`src/rtl/mem_pkg.sv`:
```
// Shared encodings for the byte-lane data memory and its front-end arbiter.
package mem_pkg;

  // Write-mask encoding understood by the memory: none / byte / half / word.
  localparam logic [1:0] WRMASK_N = 2'd0;
  localparam logic [1:0] WRMASK_B = 2'd1;
  localparam logic [1:0] WRMASK_H = 2'd2;
  localparam logic [1:0] WRMASK_W = 2'd3;

  // Read-mask encoding: word, half zero-ext, byte zero-ext, half sign-ext,
  // byte sign-ext, no read.
  localparam logic [2:0] RDMASK_W  = 3'd0;
  localparam logic [2:0] RDMASK_HZ = 3'd1;
  localparam logic [2:0] RDMASK_BZ = 3'd2;
  localparam logic [2:0] RDMASK_HE = 3'd3;
  localparam logic [2:0] RDMASK_BE = 3'd4;
  localparam logic [2:0] RDMASK_XX = 3'd5;

  typedef enum logic [1:0] {
    SZ_B = 2'd0,
    SZ_H = 2'd1,
    SZ_W = 2'd2,
    SZ_X = 2'd3
  } size_e;

  typedef enum logic [1:0] {
    ERR_NONE     = 2'd0,
    ERR_MISALIGN = 2'd1,
    ERR_RANGE    = 2'd2,
    ERR_SIZE     = 2'd3
  } err_e;

  // Store width to write mask; an invalid size never reaches memory.
  function automatic logic [1:0] size_to_wrmask(input size_e sz);
    case (sz)
      SZ_B:    return WRMASK_B;
      SZ_H:    return WRMASK_H;
      SZ_W:    return WRMASK_W;
      default: return WRMASK_N;
    endcase
  endfunction

  // Load width and signedness to read mask; signedness only matters below word.
  function automatic logic [2:0] load_to_rdmask(input size_e sz, input logic sign_ext);
    case (sz)
      SZ_B:    return sign_ext ? RDMASK_BE : RDMASK_BZ;
      SZ_H:    return sign_ext ? RDMASK_HE : RDMASK_HZ;
      SZ_W:    return RDMASK_W;
      default: return RDMASK_XX;
    endcase
  endfunction

endpackage

```
`src/rtl/mem_req_decode.sv`:
```
// Legality checks and mask translation for the single request that won
// arbitration this cycle. Purely combinational.
module mem_req_decode
  import mem_pkg::*;
#(
  parameter int unsigned MEM_BYTES = 4096
) (
  input  logic        is_fetch_i,
  input  logic        we_i,
  input  logic [1:0]  size_i,
  input  logic        sign_ext_i,
  input  logic [31:0] addr_i,
  output logic [1:0]  wr_mask_o,
  output logic [2:0]  rd_mask_o,
  output err_e        err_o
);

  size_e size_eff;
  err_e  err_d;

  // Fetches are always word reads regardless of the data-port size field.
  assign size_eff = is_fetch_i ? SZ_W : size_e'(size_i);

  // Classify the request; invalid size beats misalignment beats range.
  always_comb begin
    err_d = ERR_NONE;
    if (size_eff == SZ_X) begin
      err_d = ERR_SIZE;
    end else if ((size_eff == SZ_W && addr_i[1:0] != 2'b00) ||
                 (size_eff == SZ_H && addr_i[0])) begin
      err_d = ERR_MISALIGN;
    end else if (addr_i >= 32'(MEM_BYTES)) begin
      err_d = ERR_RANGE;
    end
  end

  // Translate a legal request into memory masks; anything illegal stays idle.
  always_comb begin
    wr_mask_o = WRMASK_N;
    rd_mask_o = RDMASK_XX;
    if (err_d == ERR_NONE) begin
      if (is_fetch_i) begin
        rd_mask_o = RDMASK_W;
      end else if (we_i) begin
        wr_mask_o = size_to_wrmask(size_eff);
      end else begin
        rd_mask_o = load_to_rdmask(size_eff, sign_ext_i);
      end
    end
  end

  assign err_o = err_d;

endmodule

```
`src/rtl/mem_arbiter.sv`:
```
// Two-port arbiter in front of the byte-lane data memory: data port has
// priority, fetch is protected from starvation by a saturating wait counter.
// Responses come back one cycle after the grant, routed to the granted port.
module mem_arbiter
  import mem_pkg::*;
#(
  parameter int unsigned MEM_BYTES      = 4096,
  parameter int unsigned FETCH_MAX_WAIT = 4
) (
  input  logic        i_clk,
  input  logic        i_reset,
  input  logic        i_if_req,
  input  logic [31:0] i_if_addr,
  output logic        o_if_gnt,
  output logic        o_if_rvalid,
  output logic [31:0] o_if_rdata,
  output logic [1:0]  o_if_err,
  input  logic        i_dm_req,
  input  logic        i_dm_we,
  input  logic [1:0]  i_dm_size,
  input  logic        i_dm_signed,
  input  logic [31:0] i_dm_addr,
  input  logic [31:0] i_dm_wdata,
  output logic        o_dm_gnt,
  output logic        o_dm_rvalid,
  output logic [31:0] o_dm_rdata,
  output logic [1:0]  o_dm_err,
  output logic [31:0] o_mem_address,
  output logic [31:0] o_mem_wr_data,
  output logic [1:0]  o_mem_wr_mask,
  output logic [2:0]  o_mem_rd_mask,
  input  logic [31:0] i_mem_rd_data
);

  localparam int unsigned WAIT_W = (FETCH_MAX_WAIT < 1) ? 1 : $clog2(FETCH_MAX_WAIT + 1);
  localparam logic [WAIT_W-1:0] WAIT_MAX = WAIT_W'(FETCH_MAX_WAIT);

  // Registered state
  logic [WAIT_W-1:0] wait_q, wait_d;
  logic              if_rvalid_q, if_rvalid_d;
  logic              dm_rvalid_q, dm_rvalid_d;
  err_e              rsp_err_q, rsp_err_d;
  logic              rsp_data_q, rsp_data_d;

  // Arbitration and decode
  logic        fetch_starved;
  logic        if_gnt;
  logic        dm_gnt;
  logic        any_gnt;
  logic [31:0] req_addr;
  logic [1:0]  dec_wr_mask;
  logic [2:0]  dec_rd_mask;
  err_e        dec_err;
  logic        rsp_live;

  // Pick at most one requester; nothing is granted while reset is held.
  always_comb begin
    fetch_starved = (wait_q == WAIT_MAX);
    if_gnt        = 1'b0;
    dm_gnt        = 1'b0;
    if (!i_reset) begin
      if_gnt = i_if_req && (fetch_starved || !i_dm_req);
      dm_gnt = i_dm_req && !if_gnt;
    end
    any_gnt  = if_gnt || dm_gnt;
    req_addr = if_gnt ? i_if_addr : i_dm_addr;
  end

  mem_req_decode #(
    .MEM_BYTES (MEM_BYTES)
  ) u_decode (
    .is_fetch_i (if_gnt),
    .we_i       (i_dm_we),
    .size_i     (i_dm_size),
    .sign_ext_i (i_dm_signed),
    .addr_i     (req_addr),
    .wr_mask_o  (dec_wr_mask),
    .rd_mask_o  (dec_rd_mask),
    .err_o      (dec_err)
  );

  // Drive memory only for a legal granted access; otherwise hold it idle.
  always_comb begin
    o_mem_address = 32'd0;
    o_mem_wr_data = 32'd0;
    o_mem_wr_mask = WRMASK_N;
    o_mem_rd_mask = RDMASK_XX;
    if (any_gnt && dec_err == ERR_NONE) begin
      o_mem_address = req_addr;
      o_mem_wr_data = if_gnt ? 32'd0 : i_dm_wdata;
      o_mem_wr_mask = dec_wr_mask;
      o_mem_rd_mask = dec_rd_mask;
    end
  end

  // Next state: starvation counter and the one-deep response pipeline.
  always_comb begin
    wait_d = wait_q;
    if (!i_if_req || if_gnt) begin
      wait_d = '0;
    end else if (!fetch_starved) begin
      wait_d = wait_q + 1'b1;
    end
    if_rvalid_d = if_gnt;
    dm_rvalid_d = dm_gnt;
    rsp_err_d   = any_gnt ? dec_err : ERR_NONE;
    // Only legal fetches and loads forward memory read data.
    rsp_data_d  = any_gnt && (dec_err == ERR_NONE) && (if_gnt || !i_dm_we);
  end

  // State registers with synchronous reset.
  always_ff @(posedge i_clk) begin
    if (i_reset) begin
      wait_q      <= '0;
      if_rvalid_q <= 1'b0;
      dm_rvalid_q <= 1'b0;
      rsp_err_q   <= ERR_NONE;
      rsp_data_q  <= 1'b0;
    end else begin
      wait_q      <= wait_d;
      if_rvalid_q <= if_rvalid_d;
      dm_rvalid_q <= dm_rvalid_d;
      rsp_err_q   <= rsp_err_d;
      rsp_data_q  <= rsp_data_d;
    end
  end

  // Responses: a response already queued when reset arrives is suppressed.
  always_comb begin
    rsp_live    = !i_reset;
    o_if_gnt    = if_gnt;
    o_dm_gnt    = dm_gnt;
    o_if_rvalid = if_rvalid_q && rsp_live;
    o_dm_rvalid = dm_rvalid_q && rsp_live;
    o_if_err    = o_if_rvalid ? rsp_err_q : ERR_NONE;
    o_dm_err    = o_dm_rvalid ? rsp_err_q : ERR_NONE;
    o_if_rdata  = (o_if_rvalid && rsp_data_q) ? i_mem_rd_data : 32'd0;
    o_dm_rdata  = (o_dm_rvalid && rsp_data_q) ? i_mem_rd_data : 32'd0;
  end

endmodule
```
`config.mk`:
```
export PLATFORM = sky130hd
export DESIGN_NAME = mem_arbiter
export DESIGN_NICKNAME = d
export VERILOG_FILES = /design/src/rtl/mem_pkg.sv /design/src/rtl/mem_req_decode.sv /design/src/rtl/mem_arbiter.sv
export SDC_FILE = /design/constraint.sdc
export NUM_CORES = 1
export LEC_CHECK = 0
export BUFFER_PORTS_ARGS = -buffer_cell sky130_fd_sc_hd__buf_2
export CAP_MARGIN = 5
export CORE_AREA = 2 2 106 108
export DETAILED_ROUTE_END_ITERATION = 6
export DIE_AREA = 0 0 108 110
export PLACE_DENSITY = 0.52
export SYNTH_ARGS = -nofsm -noshare
export SYNTH_HDL_FRONTEND = slang
export SYNTH_HIERARCHICAL = 1
export SYNTH_SLANG_ARGS = --single-unit
```
`constraint.sdc`:
```
create_clock -name i_clk -period 3.8 [get_ports i_clk]
set_clock_uncertainty 0.1 [all_clocks]
set_input_delay 0.38 -clock i_clk [delete_from_list [all_inputs] [get_ports i_clk]]
set_output_delay 0.38 -clock i_clk [all_outputs]
set_load 0.01 [all_outputs]
```
# Word-level counts from Yosys, hierarchy flattened

Cells that the tools add are included.

Flip-flop bits (word level): 8
Bits of input ports: 136
Output and inout bits: 141
Logic and storage cells: 63

$add $sub $neg: 1
Magnitude comparators: 1
Equal/unequal tests: 4
Muxes and demuxes: 26
Bitwise logic cells: 1
Reduce and logical (&&, ||, !) cells: 25

Operators by type and width:

| kind                                                   | count |
|---|---|
| two-way mux 32 bit                                     | 6 |
| >= comparator 32 x 13 -> 1 bit (second input constant) | 1 |
| two-way mux 2 bit                                      | 11 |
| two-way mux 3 bit                                      | 5 |
| logical AND 1 bit                                      | 10 |
| case mux 3 bit (3 select lines)                        | 1 |
| case mux 2 bit (3 select lines)                        | 1 |
| zero test 1 bit                                        | 5 |
| logical OR 1 bit                                       | 5 |
| == test 2 bit (second input constant)                  | 2 |
| zero test 2 bit                                        | 2 |
| OR reduction 2 bit                                     | 2 |
| adder 3 x 1 -> 3 bit (second input constant)           | 1 |
| == test 3 bit (second input constant)                  | 1 |
| == test 2 x 1 -> 1 bit (second input constant)         | 1 |
| two-way mux 1 bit                                      | 2 |
| nonzero test 2 bit                                     | 1 |
| NOT 1 bit                                              | 1 |

# Depth between registers and ports, before layout

Gate-level depths: netlist of the first run.

Depth after elaboration: 13
Depth in mapped cells: 16
Depth with buffers taken out: 12

# By module

Netlist of the first run, hierarchy kept.

Modules (own cells, without submodules):

| module         | instances | cells each | area each (um2) | sequential area each (um2) |
|---|---|---|---|---|
| mem_arbiter    | 1         | 309        | 1838.0          | 160.2 |
| mem_req_decode | 1         | 33         | 244.0           | 0.0 |

# Least setup slack after synthesis of the first run

OpenSTA, ideal clock, no wires.

Path kind: register -> output
From: register wait_q[0]
To: output o_mem_address[0]
Arrival: 3241 ps
Required time: 3320 ps
Slack: 79 ps
Cell stages (with the launch flop): 16
Path buffers: 4
Cells stage by stage: dfxtp_1 -> inv_1 -> ha_1 -> a21bo_2 -> buf_2 -> nand2_4 -> clkbuf_2 -> inv_1 -> or2_1 -> ha_1 -> or3_1 -> o32a_1 -> or3_1 -> buf_6 -> buf_6 -> a21oi_1

Longest elaborated chain between the ends: 13
Elaborated cells between the ends (all ways): 24
Those cells by class: 1 x order compare; 4 x eq/ne; 8 x mux; 11 x reduce/logical

Ends and longest elaborated chain:

| element                                                                                | line                 | RTL |
|---|---|---|
| start: declaration                                                                     | mem_arbiter.sv:39    | `logic [WAIT_W-1:0] wait_q, wait_d;` |
| start signal: assignment                                                               | mem_arbiter.sv:120   | `wait_q <= wait_d;` |
| == test 3 bit *                                                                        | mem_arbiter.sv:58    | `fetch_starved = (wait_q == WAIT_MAX);` |
| logical OR 1 bit *                                                                     | mem_arbiter.sv:62    | `if_gnt = i_if_req && (fetch_starved \|\| !i_dm_req);` |
| logical AND 1 bit *                                                                    | mem_arbiter.sv:62    |  |
| two-way mux 1 bit *                                                                    | mem_arbiter.sv:61    | `if (!i_reset) begin` |
| named net o_if_gnt                                                                     | mem_arbiter.sv:14    | `output logic o_if_gnt,` |
| parallel branches: the longest is 5 deep, another holds >= comparator 32 x 13 -> 1 bit | -                    |  |
| two-way mux 2 bit *                                                                    | mem_req_decode.sv:27 | `if (size_eff == SZ_X) begin` |
| named net dec_err[1]                                                                   | mem_arbiter.sv:53    | `err_e dec_err;` |
| zero test 2 bit *                                                                      | mem_arbiter.sv:88    | `if (any_gnt && dec_err == ERR_NONE) begin` |
| logical AND 1 bit *                                                                    | mem_arbiter.sv:88    |  |
| two-way mux 32 bit *                                                                   | mem_arbiter.sv:88    |  |
| end: declaration                                                                       | mem_arbiter.sv:28    | `output logic [31:0] o_mem_address,` |

Mark *: on every way through the listed nets, which the timed path passes.

# Worst setup path after layout of the first run

From: register wait_q[0]
To: output o_mem_address[30]

Elaborated cells between the ends (all ways): 24
Those cells by class: 1 x order compare; 4 x eq/ne; 8 x mux; 11 x reduce/logical

RTL lines:

| element                        | line                 | RTL |
|---|---|---|
| == test 3 bit                  | mem_arbiter.sv:58    |  |
| logical OR 1 bit               | mem_arbiter.sv:62    |  |
| logical AND 1 bit              | mem_arbiter.sv:62    |  |
| two-way mux 1 bit              | mem_arbiter.sv:61    |  |
| two-way mux 32 bit             | mem_arbiter.sv:66    | `req_addr = if_gnt ? i_if_addr : i_dm_addr;` |
| named net req_addr[31]         | mem_arbiter.sv:50    | `logic [31:0] req_addr;` |
| >= comparator 32 x 13 -> 1 bit | mem_req_decode.sv:32 | `end else if (addr_i >= 32'(MEM_BYTES)) begin` |
| two-way mux 2 bit              | mem_req_decode.sv:32 |  |
| two-way mux 2 bit              | mem_req_decode.sv:29 | `end else if ((size_eff == SZ_W && addr_i[1:0] != 2'b00) \|\|` |
| two-way mux 2 bit              | mem_req_decode.sv:27 |  |
| named net dec_err[1]           | mem_arbiter.sv:53    |  |
| zero test 2 bit                | mem_arbiter.sv:88    |  |
| logical AND 1 bit              | mem_arbiter.sv:88    |  |
| two-way mux 32 bit             | mem_arbiter.sv:88    |  |

The timed path passes the listed nets, and every way through them passes these cells.

==> results of run 1 <==
worst min path at each step:
| stage | cells after the start | end | slack [ps] |
|---|---|---|---|
| floorplan | 1 | wait_q[0]$_SDFFE_PP0N_ | 330 |
| global placement | 1 | wait_q[0]$_SDFFE_PP0N_ | 350 |
| detailed placement | 1 | wait_q[0]$_SDFFE_PP0N_ | 360 |
| CTS | 1 | wait_q[0]$_SDFFE_PP0N_ | 360 |
| global route | 1 | wait_q[0]$_SDFFE_PP0N_ | 340 |
| finish | 1 | wait_q[0]$_SDFFE_PP0N_ | 320 |
metal layers:
metal	vias up	routed length [um]	track usage, %
li1	1754	-	-
met1	1605	4160	18.3
met2	175	5550	27.9
met3	12	938	2.18
met4	0	151	4.30
met5	-	0	0
placed cells by master (no fill, tap or decap), types with 5 or more instances in the layout:
cell / count
a21oi_1: 29
a21oi_2: 5
and2_1: 9
and3_1: 97
buf_2: 276
buf_4: 22
inv_1: 7
nand2_1: 22
nand3_1: 30
o21ai_0: 20
o21ai_1: 7
o21ai_2: 5
power groups by stage:
stage / logic, mW / registers, mW / clock network [mW]
finish: 0.256 / 0.0917 / 0.100
CTS: 0.236 / 0.0918 / 0.104
global route: 0.282 / 0.0926 / 0.111
detailed placement: 0.226 / 0.0932 / 0
floorplan: 0.110 / 0.0901 / 0
global placement: 0.224 / 0.0927 / 0
what timing repair did:
item / 4_1_cts / 5_1_grt
buffers inserted: 2 / 2
pin swaps: 1 / 3
gates resized for setup: 16 / 26
hold endpoints to repair: 0 / 0
cloned: 1 / 3
setup endpoints to repair: 67 / 67
stage by stage:
stage	utilization [%]	total power [mW]	setup TNS, ps	setup slack, ps	hold slack (ps)
after global routing	36.1	0.486	-35.4	-11.7	336
after floorplan	-	0.201	0	79.4	332
after CTS	34.5	0.431	0	11.8	358
final	36.1	0.448	0	106	318
after detailed placement	33.5	0.319	0	35.6	361
after global placement	33.5	0.317	0	117	348
area by class of cell:
type | count | area [sq um] | area share, %
sequential | 8 | 165 | 4.28
multi-input combinational | 281 | 1800 | 46.7
timing repair buffer | 303 | 1650 | 42.8
tap | 140 | 175 | 4.54
inverter | 7 | 26.3 | 0.680
clock buffer | 3 | 41.3 | 1.07
sequential cells by signal (all words and copies together), names as in the netlist:
name,count
rsp_data_q,1
if_rvalid_q,1
rsp_err_q,2
dm_rvalid_q,1
wait_q,3
==> results.toml, run 1 <==
[outcome]
status = "finished clean"

[critical_path]
crit_start = "wait_q[0]$_SDFFE_PP0N_"
critPathLaunchType = "flop"
end_kind = "output port"
worstPathBufferInverterCount = 3
cp_slowest_stage_delay_ps = 540
rr_worst_depth = 11
crit_required_ps = 3320
cpLargestDelayFamily = "simple AND/OR/NAND/NOR gates"
path_class = "reg -> out"
crit_end = "o_mem_address[30]"
crit_cells = 12
rr_endpoint = "rsp_data_q$_SDFF_PP0_"
cp_max_fo = 15
regToRegSetupSlack_ps = 770
path_cells = "inv_1 > ha_4 > a21bo_4 > nand3_2 > nand2_1 > or4_4 > or3_1 > o32a_1 > or3_4 > buf_8 > a21oi_1 > buf_2"
crit_slowest_cell = "or4_4"
critPathArrivalTime_ps = 3210
rr_startpoint = "wait_q[0]$_SDFFE_PP0N_"

[routing]
ant_nets = 0
wl_mm = 10.8
vias = 3546
dr.pass1.iters = 4
drc = 0
vias_per_cell = 4.78
drt_iter0_markers = 188
wl_per_cell_um = 14.5

[power]
leakagePower_nw = 2.57
p_clk_share_pct = 22.4
switchingPower_mw = 0.168
seq_power_share_pct = 20.5
p_per_area_nw_per_um2 = 116
vdd_drop_max_uv = 61.1
p_comb_share_pct = 57.1
p_sw_share_pct = 37.5
power.internal_mw = 0.280

[floorplanning]
core_sq_um = 10700
die_area_sq_um = 11900
die_h_um = 110
rows = 38
initial_core_util_pct = 19.1
die_w_um = 108
num_io_pins = 277

[timing]
relSlewSlack_pct = 27.5
report.final.slew_viol_count = 0
rsz0062_at_grt = "yes"
max_slew.worst_pin.slew_ps = 1080
max_freq_mhz = 271
fin_crit_ps = 3690
setup_viol = 0
hold_viol_final = 0
final.period_utilization_pct = 97.2

[hold_path]
hp-class = "reg -> reg"
min-delay-start = "wait_q[0]$_SDFFE_PP0N_"

[cts]
path_clk_slew_ps = 40
postCtsHoldBufs = 0
clock-root-buffer = "clkbuf_8"
cts_sinks = 8
numCtsBuffers = 3
cts_max_level = 1
cts_tree = "done"
clk_latency_ps = 230
cts_buffer_depth = 2

[grt]
grt_max_degree = 65
track_usage_pct = 15.1
grt_pass1_vias = 2990
antenna_found_initial = 0
grt_overflow_total = 0
grt_pass1_wl_mm = 14.6

[synthesis]
synthesis.area_sq_um = 2040
synthCells = 332
yosys_warnings = 6
syn_area_per_cell_sq_um = 6.16
synth_fp_nets = 474

[finish]
nNetsFinal = 746
areaGrowthSynthToFinish_pct = 88.9
layout-drive-gt1-share_pct = 57.0
antenna_cells = 0
nFillCells = 1157
design_area_sq_um = 3860
instances_no_fill = 742

[placed_design]
port-buffer-count = 276
placedCellCount = 731
gp_congestion = 0.909
dp_hpwl_mm = 8.47
postPlaceCellArea_sq_um = 3580

[flow_run]
max_cap_viol_count = 0
No activity file was read; power rests on OpenSTA's default activity.
==> run 2, diff against run 1 <==
--- a/config.mk
+++ b/config.mk
@@ -10,6 +10,7 @@
 export CORE_AREA = 2 2 106 108
 export DETAILED_ROUTE_END_ITERATION = 6
 export DIE_AREA = 0 0 108 110
+export MAX_ROUTING_LAYER = met4
 export PLACE_DENSITY = 0.52
 export SYNTH_ARGS = -nofsm -noshare
 export SYNTH_HDL_FRONTEND = slang
==> run 2 against run 1 <==
Flip-flop and latch count unchanged. Utilization stayed put. Routed wire length grew 0.13%. Clock power about the same. Via count grew 0.65%. Total power hardly changed. Worst setup slack worse by 1.2 ps. Clock-buffer cell count unchanged. Critical path depth did not move. Global-route usage up 0.50 points. First-iteration DRC count shrank 3.7%. Critical endpoint unchanged. Largest cell class unchanged.
==> results.toml, run 2 (synthesized netlist as in run 1, its figures left out) <==
[floorplanning]
die_h_um = 110
num_io_pins = 277
rows = 38
die_area_sq_um = 11900
initial_core_util_pct = 19.1
die_w_um = 108
core_sq_um = 10700

[cts]
cts_sinks = 8
path_clk_slew_ps = 40
clk_latency_ps = 220
cts_max_level = 1
cts_tree = "done"
numCtsBuffers = 3
clock-root-buffer = "clkbuf_8"
cts_buffer_depth = 2

[timing]
hold_viol_final = 0
fin_crit_ps = 3690
setup_slack_ps = 105
setup_viol = 0
max_slew.worst_pin.slew_ps = 1080
setup-tns-final_ps = 0
report.final.slew_viol_count = 0
final.period_utilization_pct = 97.2
rsz0062_at_grt = "yes"
relSlewSlack_pct = 27.4
max_freq_mhz = 271

[outcome]
status = "finished clean"

[power]
p_per_area_nw_per_um2 = 116
total_power_mw = 0.448
leakagePower_nw = 2.57
vdd_drop_max_uv = 61.5

[finish]
antenna_cells = 0
final_util_pct = 36.1
instances_no_fill = 742
nNetsFinal = 746
nFillCells = 1157
top_regs = "wait_q: 3 flops, rsp_err_q: 2 flops"
layout-drive-gt1-share_pct = 57.0
final_cell_mix = "buf_2 (276), and3_1 (97), nand3_1 (30), a21oi_1 (29)"
layout_commonest_cell = "buf_2"
largest_reg_flops = 3
regMostFlops = "wait_q"
areaGrowthSynthToFinish_pct = 88.9

[critical_path]
path_class = "reg -> out"
critPathLaunchType = "flop"
end_kind = "output port"
crit_required_ps = 3320
cpLargestDelayFamily = "simple AND/OR/NAND/NOR gates"
worstPathBufferInverterCount = 3
path_cells = "inv_1 > ha_4 > a21bo_4 > nand3_2 > nand2_1 > or4_4 > or3_1 > o32a_1 > or3_4 > buf_8 > a21oi_1 > buf_2"
cp_max_fo = 15
crit_slowest_cell = "or4_4"
cp_slowest_stage_delay_ps = 540
critPathArrivalTime_ps = 3210

[routing]
vias_per_cell = 4.81
drc = 0
ant_nets = 0
dr.pass1.iters = 5
wl_mm = 10.8
drt_iter0_markers = 181
vias = 3569
wl_per_cell_um = 14.6

[placed_design]
port-buffer-count = 276
gp_congestion = 0.925
place_ws_ps = 35.6
placedCellCount = 731
dp_hpwl_mm = 8.47

[flow_run]
max_cap_viol_count = 0

[grt]
grt_pass1_vias = 2977
antenna_found_initial = 0
track_usage_pct = 15.6
grt_overflow_total = 0
grt_pass1_wl_mm = 14.6
grt_max_degree = 65

[hold_path]
hp-class = "reg -> reg"
==> run 2: cell type report <==
cell class                 instances  area (sq um)  share of cell area, %
multi-input combinational        281          1800                   46.7
timing repair buffer             303          1650                   42.8
sequential                         8           165                   4.28
tap                              140           175                   4.54
inverter                           7          26.3                  0.680
clock buffer                       3          41.3                   1.07
==> run 2: worst register-to-register path, cell delays in order, from the launching register on <==
cell	delay (ps)
dfxtp_2	330
inv_1	70
ha_4	200
a21bo_4	270
nand3_2	100
nand2_1	60
or4_4	540
or3_1	370
o32a_1	230
or3_4	380
buf_12	170
a21oi_1	140
==> run 2: routing by layer <==
| metal | GRT usage, % | vias up | routed length, um |
|---|---|---|---|
| met4 | 3.75 | 0 | 150 |
| met1 | 18.8 | 1633 | 4230 |
| met2 | 28.2 | 170 | 5590 |
| met5 | - | - | 0 |
| li1 | - | 1754 | - |
| met3 | 1.59 | 12 | 832 |
==> run 2: per-stage QoR <==
step                hold slack (ps)  instance area [sq um]
floorplan                       332                   2040
global placement                348                   3580
detailed placement              361                   3580
CTS                             358                   3690
global route                    336                   3860
finish                          318                   3860
==> run 2: power by group <==
part	switching [mW]	leakage, nW	total, mW	internal [mW]
Combinational	0.133	2.48	0.256	0.123
Clock	0.0320	0.0216	0.100	0.0685
Sequential	0.00373	0.0675	0.0917	0.0880
==> run 2: timing repair <==
action                     CTS  global route
setup endpoints to repair   67            67
buffers inserted             2             2
gates resized for setup     16            26
hold buffers                 0             0
cloned                       1             3
pin swaps                    1             3
==> run 2: path summary, 6_finish.rpt <==
check	startpoint	end	depth (start not counted)	slack (ps)
max	wait_q[0]$_SDFFE_PP0N_	o_mem_address[30]	12	110
min	wait_q[0]$_SDFFE_PP0N_	wait_q[0]$_SDFFE_PP0N_	1	320
max reg2reg	wait_q[0]$_SDFFE_PP0N_	rsp_data_q$_SDFF_PP0_	11	770
min reg2reg	wait_q[0]$_SDFFE_PP0N_	wait_q[0]$_SDFFE_PP0N_	1	320
